## config.mk

```make
export PLATFORM = sky130hd
export DESIGN_NAME = sram_bank_arbiter_flat
export DESIGN_NICKNAME = d
export VERILOG_FILES = /design/src/rtl/sram_bank_arbiter_if.sv /design/src/rtl/sram_bank_arbiter.sv /design/src/flat_wrapper.sv
export SDC_FILE = /design/constraint.sdc
export NUM_CORES = 1
export LEC_CHECK = 0
export ABC_AREA = 1
export BUFFER_PORTS_ARGS = -buffer_cell sky130_fd_sc_hd__buf_2
export CELL_PAD_IN_SITES_DETAIL_PLACEMENT = 2
export CELL_PAD_IN_SITES_GLOBAL_PLACEMENT = 2
export CORE_ASPECT_RATIO = 2
export CORE_MARGIN = 3
export CORE_UTILIZATION = 14
export DETAILED_ROUTE_END_ITERATION = 7
export PLACE_DENSITY = 0.93
export SLEW_MARGIN = 20
export SYNTH_ARGS = -nofsm -noshare
export SYNTH_HDL_FRONTEND = slang
export SYNTH_SLANG_ARGS = --single-unit
export TNS_END_PERCENT = 10
```

## constraint.sdc

```tcl
create_clock -name ACLK -period 2.7 [get_ports ACLK]
set_input_delay 0.135 -clock ACLK [delete_from_list [all_inputs] [get_ports ACLK]]
set_output_delay 0.135 -clock ACLK [all_outputs]
set_load 0.01 [all_outputs]
```

## src/rtl/sram_bank_arbiter_if.sv

```systemverilog
// sram_bank_arbiter_if: requester-side and SRAM-bank-side bus bundle for sram_bank_arbiter
// Requester side: req_valid/req_ready/req_wr/req_lock (bit n = requester n), req_addr0/1,
//   req_wdata0/1, req_wstrb0/1, rsp_valid, rsp_rdata0/1.
// Bank side: sram_addr_bank0/1, bank0_csn/bank1_csn (active low), wen (active low, per bank),
//   sram_wdata (shared), sram0..sram7 lane read data (bank0 = sram0..3, bank1 = sram4..7).
// slave = arbiter view, master = requesters plus SRAM array view.
interface sram_bank_arbiter_if #(
    parameter int IDX_W  = 13,
    parameter int ADDR_W = 14
);
    logic [1:0]        req_valid, req_ready, req_wr, req_lock, rsp_valid, wen;
    logic [ADDR_W-1:0] req_addr0, req_addr1;
    logic [31:0]       req_wdata0, req_wdata1, rsp_rdata0, rsp_rdata1, sram_wdata;
    logic [3:0]        req_wstrb0, req_wstrb1, bank0_csn, bank1_csn;
    logic [IDX_W-1:0]  sram_addr_bank0, sram_addr_bank1;
    logic [7:0]        sram0, sram1, sram2, sram3, sram4, sram5, sram6, sram7;

    modport slave (
        input  req_valid, req_wr, req_lock, req_addr0, req_addr1, req_wdata0, req_wdata1,
               req_wstrb0, req_wstrb1, sram0, sram1, sram2, sram3, sram4, sram5, sram6, sram7,
        output req_ready, rsp_valid, rsp_rdata0, rsp_rdata1, sram_addr_bank0, sram_addr_bank1,
               bank0_csn, bank1_csn, wen, sram_wdata
    );

    modport master (
        output req_valid, req_wr, req_lock, req_addr0, req_addr1, req_wdata0, req_wdata1,
               req_wstrb0, req_wstrb1, sram0, sram1, sram2, sram3, sram4, sram5, sram6, sram7,
        input  req_ready, rsp_valid, rsp_rdata0, rsp_rdata1, sram_addr_bank0, sram_addr_bank1,
               bank0_csn, bank1_csn, wen, sram_wdata
    );
endinterface

```

## src/rtl/sram_bank_arbiter.sv

```systemverilog
// sram_bank_arbiter: two-requester arbiter in front of a dual-bank, byte-lane SRAM array
// Ports: ACLK clock; ARESETn async active-low reset; bus (sram_bank_arbiter_if.slave) carries
//   the requester handshake, read responses and the bank strobes/lane read data.
// Requesters on different banks with at most one write are granted together; otherwise a
// round-robin pointer picks one and flips. Read data returns one cycle after grant.
// Optional: define SRAM_ARB_LOCK_EN to enable the req_lock exclusive hold.
module sram_bank_arbiter #(
    parameter int IDX_W  = 13,
    parameter int ADDR_W = 14
) (
    input logic                ACLK,
    input logic                ARESETn,
    sram_bank_arbiter_if.slave bus
);
    if (ADDR_W != IDX_W + 1) begin : g_bad_width
        $error("ADDR_W must be IDX_W + 1");
    end

    logic        rr_q, rr_d;
    logic [1:0]  pend_q, pend_d, tbank_q, tbank_d;
    logic [1:0]  bank, grant, use0, use1;
    logic        conflict;
    logic [31:0] lanes0, lanes1;

    assign lanes0 = {bus.sram3, bus.sram2, bus.sram1, bus.sram0};
    assign lanes1 = {bus.sram7, bus.sram6, bus.sram5, bus.sram4};

`ifdef SRAM_ARB_LOCK_EN
    logic lock_q, lock_d, own_q, own_d;
`else
    logic unused_lock;
    assign unused_lock = ^bus.req_lock;
`endif

    always_comb begin
        bank     = {bus.req_addr1[IDX_W], bus.req_addr0[IDX_W]};
        conflict = (&bus.req_valid) && ((bank[0] == bank[1]) || (&bus.req_wr));
        grant    = conflict ? (rr_q ? 2'b10 : 2'b01) : bus.req_valid;
        rr_d     = conflict ? ~rr_q : rr_q;
`ifdef SRAM_ARB_LOCK_EN
        lock_d   = lock_q;
        own_d    = own_q;
        if (lock_q) begin
            // Owner is served whenever valid; dropping req_lock releases whether or not it is valid.
            grant  = bus.req_valid & (own_q ? 2'b10 : 2'b01);
            rr_d   = rr_q;
            lock_d = bus.req_lock[own_q];
        end else if (|(grant & bus.req_lock)) begin
            lock_d = 1'b1;
            own_d  = ~(grant[0] & bus.req_lock[0]);
        end
`endif
        // Outputs are forced idle for the whole time reset is asserted.
        grant    = ARESETn ? grant : 2'b00;
        // use<n>[b]: requester n is granted onto bank b
        use0     = grant[0] ? (bank[0] ? 2'b10 : 2'b01) : 2'b00;
        use1     = grant[1] ? (bank[1] ? 2'b10 : 2'b01) : 2'b00;
        pend_d   = grant & ~bus.req_wr;
        tbank_d  = bank;
        bus.req_ready       = grant;
        bus.sram_addr_bank0 = use0[0] ? bus.req_addr0[IDX_W-1:0] : (use1[0] ? bus.req_addr1[IDX_W-1:0] : '0);
        bus.sram_addr_bank1 = use0[1] ? bus.req_addr0[IDX_W-1:0] : (use1[1] ? bus.req_addr1[IDX_W-1:0] : '0);
        bus.bank0_csn       = use0[0] ? (bus.req_wr[0] ? ~bus.req_wstrb0 : 4'h0)
                            : (use1[0] ? (bus.req_wr[1] ? ~bus.req_wstrb1 : 4'h0) : 4'hF);
        bus.bank1_csn       = use0[1] ? (bus.req_wr[0] ? ~bus.req_wstrb0 : 4'h0)
                            : (use1[1] ? (bus.req_wr[1] ? ~bus.req_wstrb1 : 4'h0) : 4'hF);
        bus.wen             = ~((use0 & {2{bus.req_wr[0]}}) | (use1 & {2{bus.req_wr[1]}}));
        // Two writes always conflict, so at most one write is granted per cycle.
        bus.sram_wdata      = (grant[0] & bus.req_wr[0]) ? bus.req_wdata0
                            : ((grant[1] & bus.req_wr[1]) ? bus.req_wdata1 : '0);
        bus.rsp_valid       = pend_q;
        bus.rsp_rdata0      = pend_q[0] ? (tbank_q[0] ? lanes1 : lanes0) : '0;
        bus.rsp_rdata1      = pend_q[1] ? (tbank_q[1] ? lanes1 : lanes0) : '0;
    end

    always_ff @(posedge ACLK or negedge ARESETn) begin
        if (!ARESETn) begin
            rr_q    <= 1'b0;
            pend_q  <= 2'b00;
            tbank_q <= 2'b00;
        end else begin
            rr_q    <= rr_d;
            pend_q  <= pend_d;
            tbank_q <= tbank_d;
        end
    end

`ifdef SRAM_ARB_LOCK_EN
    always_ff @(posedge ACLK or negedge ARESETn) begin
        if (!ARESETn) begin
            lock_q <= 1'b0;
            own_q  <= 1'b0;
        end else begin
            lock_q <= lock_d;
            own_q  <= own_d;
        end
    end
`endif
endmodule

```

## src/flat_wrapper.sv

```systemverilog
// flat-port wrapper written by rule: the top's interface ports become plain ports
module sram_bank_arbiter_flat 
#(
    parameter int IDX_W  = 13,
    parameter int ADDR_W = 14
)
  (ACLK, ARESETn, bus_req_valid, bus_req_wr, bus_req_lock, bus_req_addr0, bus_req_addr1, bus_req_wdata0, bus_req_wdata1, bus_req_wstrb0, bus_req_wstrb1, bus_sram0, bus_sram1, bus_sram2, bus_sram3, bus_sram4, bus_sram5, bus_sram6, bus_sram7, bus_req_ready, bus_rsp_valid, bus_rsp_rdata0, bus_rsp_rdata1, bus_sram_addr_bank0, bus_sram_addr_bank1, bus_bank0_csn, bus_bank1_csn, bus_wen, bus_sram_wdata);
  sram_bank_arbiter_if #(.IDX_W(IDX_W), .ADDR_W(ADDR_W)) bus_i ();
  input logic ACLK;
  input logic ARESETn;
  input wire logic [$bits(bus_i.req_valid)-1:0] bus_req_valid;
  input wire logic [$bits(bus_i.req_wr)-1:0] bus_req_wr;
  input wire logic [$bits(bus_i.req_lock)-1:0] bus_req_lock;
  input wire logic [$bits(bus_i.req_addr0)-1:0] bus_req_addr0;
  input wire logic [$bits(bus_i.req_addr1)-1:0] bus_req_addr1;
  input wire logic [$bits(bus_i.req_wdata0)-1:0] bus_req_wdata0;
  input wire logic [$bits(bus_i.req_wdata1)-1:0] bus_req_wdata1;
  input wire logic [$bits(bus_i.req_wstrb0)-1:0] bus_req_wstrb0;
  input wire logic [$bits(bus_i.req_wstrb1)-1:0] bus_req_wstrb1;
  input wire logic [$bits(bus_i.sram0)-1:0] bus_sram0;
  input wire logic [$bits(bus_i.sram1)-1:0] bus_sram1;
  input wire logic [$bits(bus_i.sram2)-1:0] bus_sram2;
  input wire logic [$bits(bus_i.sram3)-1:0] bus_sram3;
  input wire logic [$bits(bus_i.sram4)-1:0] bus_sram4;
  input wire logic [$bits(bus_i.sram5)-1:0] bus_sram5;
  input wire logic [$bits(bus_i.sram6)-1:0] bus_sram6;
  input wire logic [$bits(bus_i.sram7)-1:0] bus_sram7;
  output wire logic [$bits(bus_i.req_ready)-1:0] bus_req_ready;
  output wire logic [$bits(bus_i.rsp_valid)-1:0] bus_rsp_valid;
  output wire logic [$bits(bus_i.rsp_rdata0)-1:0] bus_rsp_rdata0;
  output wire logic [$bits(bus_i.rsp_rdata1)-1:0] bus_rsp_rdata1;
  output wire logic [$bits(bus_i.sram_addr_bank0)-1:0] bus_sram_addr_bank0;
  output wire logic [$bits(bus_i.sram_addr_bank1)-1:0] bus_sram_addr_bank1;
  output wire logic [$bits(bus_i.bank0_csn)-1:0] bus_bank0_csn;
  output wire logic [$bits(bus_i.bank1_csn)-1:0] bus_bank1_csn;
  output wire logic [$bits(bus_i.wen)-1:0] bus_wen;
  output wire logic [$bits(bus_i.sram_wdata)-1:0] bus_sram_wdata;
  assign bus_i.req_valid = bus_req_valid;
  assign bus_i.req_wr = bus_req_wr;
  assign bus_i.req_lock = bus_req_lock;
  assign bus_i.req_addr0 = bus_req_addr0;
  assign bus_i.req_addr1 = bus_req_addr1;
  assign bus_i.req_wdata0 = bus_req_wdata0;
  assign bus_i.req_wdata1 = bus_req_wdata1;
  assign bus_i.req_wstrb0 = bus_req_wstrb0;
  assign bus_i.req_wstrb1 = bus_req_wstrb1;
  assign bus_i.sram0 = bus_sram0;
  assign bus_i.sram1 = bus_sram1;
  assign bus_i.sram2 = bus_sram2;
  assign bus_i.sram3 = bus_sram3;
  assign bus_i.sram4 = bus_sram4;
  assign bus_i.sram5 = bus_sram5;
  assign bus_i.sram6 = bus_sram6;
  assign bus_i.sram7 = bus_sram7;
  assign bus_req_ready = bus_i.req_ready;
  assign bus_rsp_valid = bus_i.rsp_valid;
  assign bus_rsp_rdata0 = bus_i.rsp_rdata0;
  assign bus_rsp_rdata1 = bus_i.rsp_rdata1;
  assign bus_sram_addr_bank0 = bus_i.sram_addr_bank0;
  assign bus_sram_addr_bank1 = bus_i.sram_addr_bank1;
  assign bus_bank0_csn = bus_i.bank0_csn;
  assign bus_bank1_csn = bus_i.bank1_csn;
  assign bus_wen = bus_i.wen;
  assign bus_sram_wdata = bus_i.sram_wdata;
  sram_bank_arbiter #(.IDX_W(IDX_W), .ADDR_W(ADDR_W)) u_core (.ACLK(ACLK), .ARESETn(ARESETn), .bus(bus_i));
endmodule
```

==> impl_metrics.json <==
{
  "drc": 0,
  "hold_path_depth": 6,
  "yosys-top-cells-area": "nand4_1 34%, nor2_1 19%, nand2_1 13%, o21ai_0 13%, dfrtp_1 4.9%",
  "reg2reg_to": "u_core.bus.rsp_valid[1]",
  "status": "finished clean",
  "synth_edf_count": 0,
  "cts_sinks": 5,
  "rrSetupSlack_ns": 1.14,
  "crit_path_start_kind": "input port",
  "grt_pass1_wl_um": 27600,
  "initial_utilization_pct": 14.3,
  "dr.pass1.iters": 4,
  "root_buffer": "clkbuf_16",
  "crit_path_max_fanout": 31,
  "route.met3.wl_um": 1030,
  "fp.dieH_um": 196,
  "yosys_warnings": 0,
  "yosys.area.top_type": "nand4_1",
  "r2r-start": "u_core.rr_q",
  "clk_pin_slew_ns": 0.03,
  "io_pins": 308,
  "cp-startpoint": "ARESETn",
  "path_class": "in -> out",
  "critical_path_depth": 8,
  "crit_family": "buffers and inverters",
  "finalMaxSlewViolations": 0,
  "hold_viol": 0,
  "final_common_cell": "buf_2",
  "area_delta_synth_final_pct": 68.9,
  "finalSetupViolCount": 0,
  "core-area_um2": 17800,
  "fin_skew_ns": 0.00375,
  "dp_slack_ns": 0.728,
  "place_congestion": 0.777,
  "rows": 69,
  "clockBufferDepth": 2,
  "viasPerCell": 4.95,
  "setup_ws_ns": 0.468,
  "wirelength_um": 18400,
  "async_flop_share_pct": 100,
  "highest_layer": "met4",
  "hold_class": "in -> reg",
  "syn_area_um2": 2540,
  "crit_buf_inv": 5,
  "critical-path-slowest-cell": "dlygate4sd3_1",
  "antenna_left": 0,
  "power_uw": 954,
  "synth_nets": 685,
  "vias": 4901,
  "cp_slowest_stage_delay_ns": 0.55,
  "final_cell_mix": "305 x buf_2, 136 x nand4_1, 130 x nor2_1, 86 x nand2_1, 64 x o21ai_0",
  "synth_ff_type": "dfrtp_1",
  "wire_per_inst_um": 18.6,
  "drtIter0Drc": 160,
  "cts-buffers-inserted": 3,
  "worst_pin_slew_ns": 0.804,
  "final_layout_size_suffix_gt1_share_pct": 42.8,
  "synth_top_area_share_pct": 33.5,
  "worstSetupEndpoint": "bus_sram_addr_bank0[1]",
  "ys_seq_elements": 5,
  "die_area_um2": 19900,
  "arrival_ns": 2.10,
  "rsz0062_at_grt": "no",
  "wl_met1_um": 6470,
  "nets": 951,
  "diodes": 0,
  "post_synth_num_cell_types": 15,
  "drv_cap": 0,
  "ff2ff_path_depth": 5,
  "track_usage_pct": 17.3,
  "wl_met2_um": 10400,
  "avgSynthCellArea_um2": 4.94,
  "fmax_mhz": 448,
  "antenna_found_initial": 0,
  "worst_ir_drop_vdd_v": 0.000154,
  "htree_levels": 1,
  "port_buffers": 305,
  "power_density_nw_per_um2": 223,
  "path_cells": "dlygate4sd3_1, buf_2, nand2_1, inv_2, buf_4, nand4_1, nand2_1, buf_2",
  "holdCritStartpoint": "bus_req_valid[1]",
  "fin_setup_tns_ns": 0,
  "fin_crit_sh_pct": 82.7,
  "dp_hpwl_um": 14500,
  "fin_crit_ns": 2.23,
  "utilization_pct": 24.1,
  "end_kind": "output port",
  "cts_tree": "yes",
  "p_leak_nw": 2.63,
  "relSlewSlack_pct": 46.4,
  "grt_start_max_net_pins": 70,
  "required_ns": 2.57,
  "grt_pass1_vias": 5188,
  "syn_inst": 513,
  "fp.dieW_um": 101,
  "grt-ovfl-total": 0,
  "post_cts_buffers": 0,
  "insertion_delay_ns": 0.23,
  "seq_area_frac_synth_pct": 4.93
}
[final cells by class]
type / count / area (µm²)
clock buffer: 4 / 78.8
fill: 2306 / 13500
inverter: 28 / 105
multi-input combinational: 420 / 2030
sequential: 5 / 125
tap: 213 / 267
timing repair buffer: 321 / 1670
[metal layers]
| layer | track usage, % | up-vias |
|---|---|---|
| met3 | 2.27 | 32 |
| met2 | 34.3 | 193 |
| met1 | 18.3 | 2352 |
| met4 | 5.08 | 0 |
| met5 | 0 | - |
| li1 | - | 2324 |
[cells by family after synthesis]
logic type	count (synthesis)	synth area share (%)
simple gates	356	67.5
flops	5	4.93
buf+inv	88	14.9
compound gates	64	12.6
[where the power goes]
group | internal [mW] | total (mW) | switching (mW)
Clock | 0.196 | 0.245 | 0.0494
Combinational | 0.232 | 0.619 | 0.387
Sequential | 0.0825 | 0.0898 | 0.00732
Total | 0.510 | 0.954 | 0.444
[through the flow]
| step | hold slack [ns] | instances | instance area, µm² |
|---|---|---|---|
| 5_1_grt | 0.337 | 991 | 4280 |
| 2_1_floorplan | -0.161 | 513 | 2540 |
| 4_1_cts | 0.329 | 991 | 4280 |
| 6_report | 0.324 | 991 | 4280 |
| 3_5_place_dp | -0.0125 | 986 | 4190 |
| 3_3_place_gp | -0.0136 | 986 | 4190 |
[synth_stat cells (4+ instances only)]
library cell	n
dfrtp_1	5
o21ai_0	64
clkbuf_1	30
inv_2	5
nand2_1	86
inv_1	23
nor2_1	130
buf_4	4
buf_2	14
nand4_1	136
buf_1	10
[state kept, by name (all words and copies together), names as in the netlist]
register	flops
u_core.rr_q	1
u_core.tbank_q	2
u_core.bus.rsp_valid	2
[worst min-delay path by stage]
stage	to	slack, ns
2_1_floorplan	u_core.bus.rsp_valid[0]	-0.16
3_3_place_gp	u_core.tbank_q[1]	-0.01
3_5_place_dp	u_core.bus.rsp_valid[1]	-0.01
4_1_cts	u_core.bus.rsp_valid[1]	0.33
5_1_grt	u_core.bus.rsp_valid[1]	0.34
6_report	u_core.rr_q	0.32
[tightest hold or removal path, cell delays in order]
cell and delay (ns):
buf_2 0.11, nand2_1 0.06, inv_2 0.06, nand2_1 0.06, nand2_1 0.04, nand2_1 0.05
[repair_timing]
action | in CTS | in global routing
endpoints found under the hold margin | 5 | 0
resized for setup | 0 | 0
hold buffers | 1 | 0
Note: power is estimated with default switching activity, not from simulation.
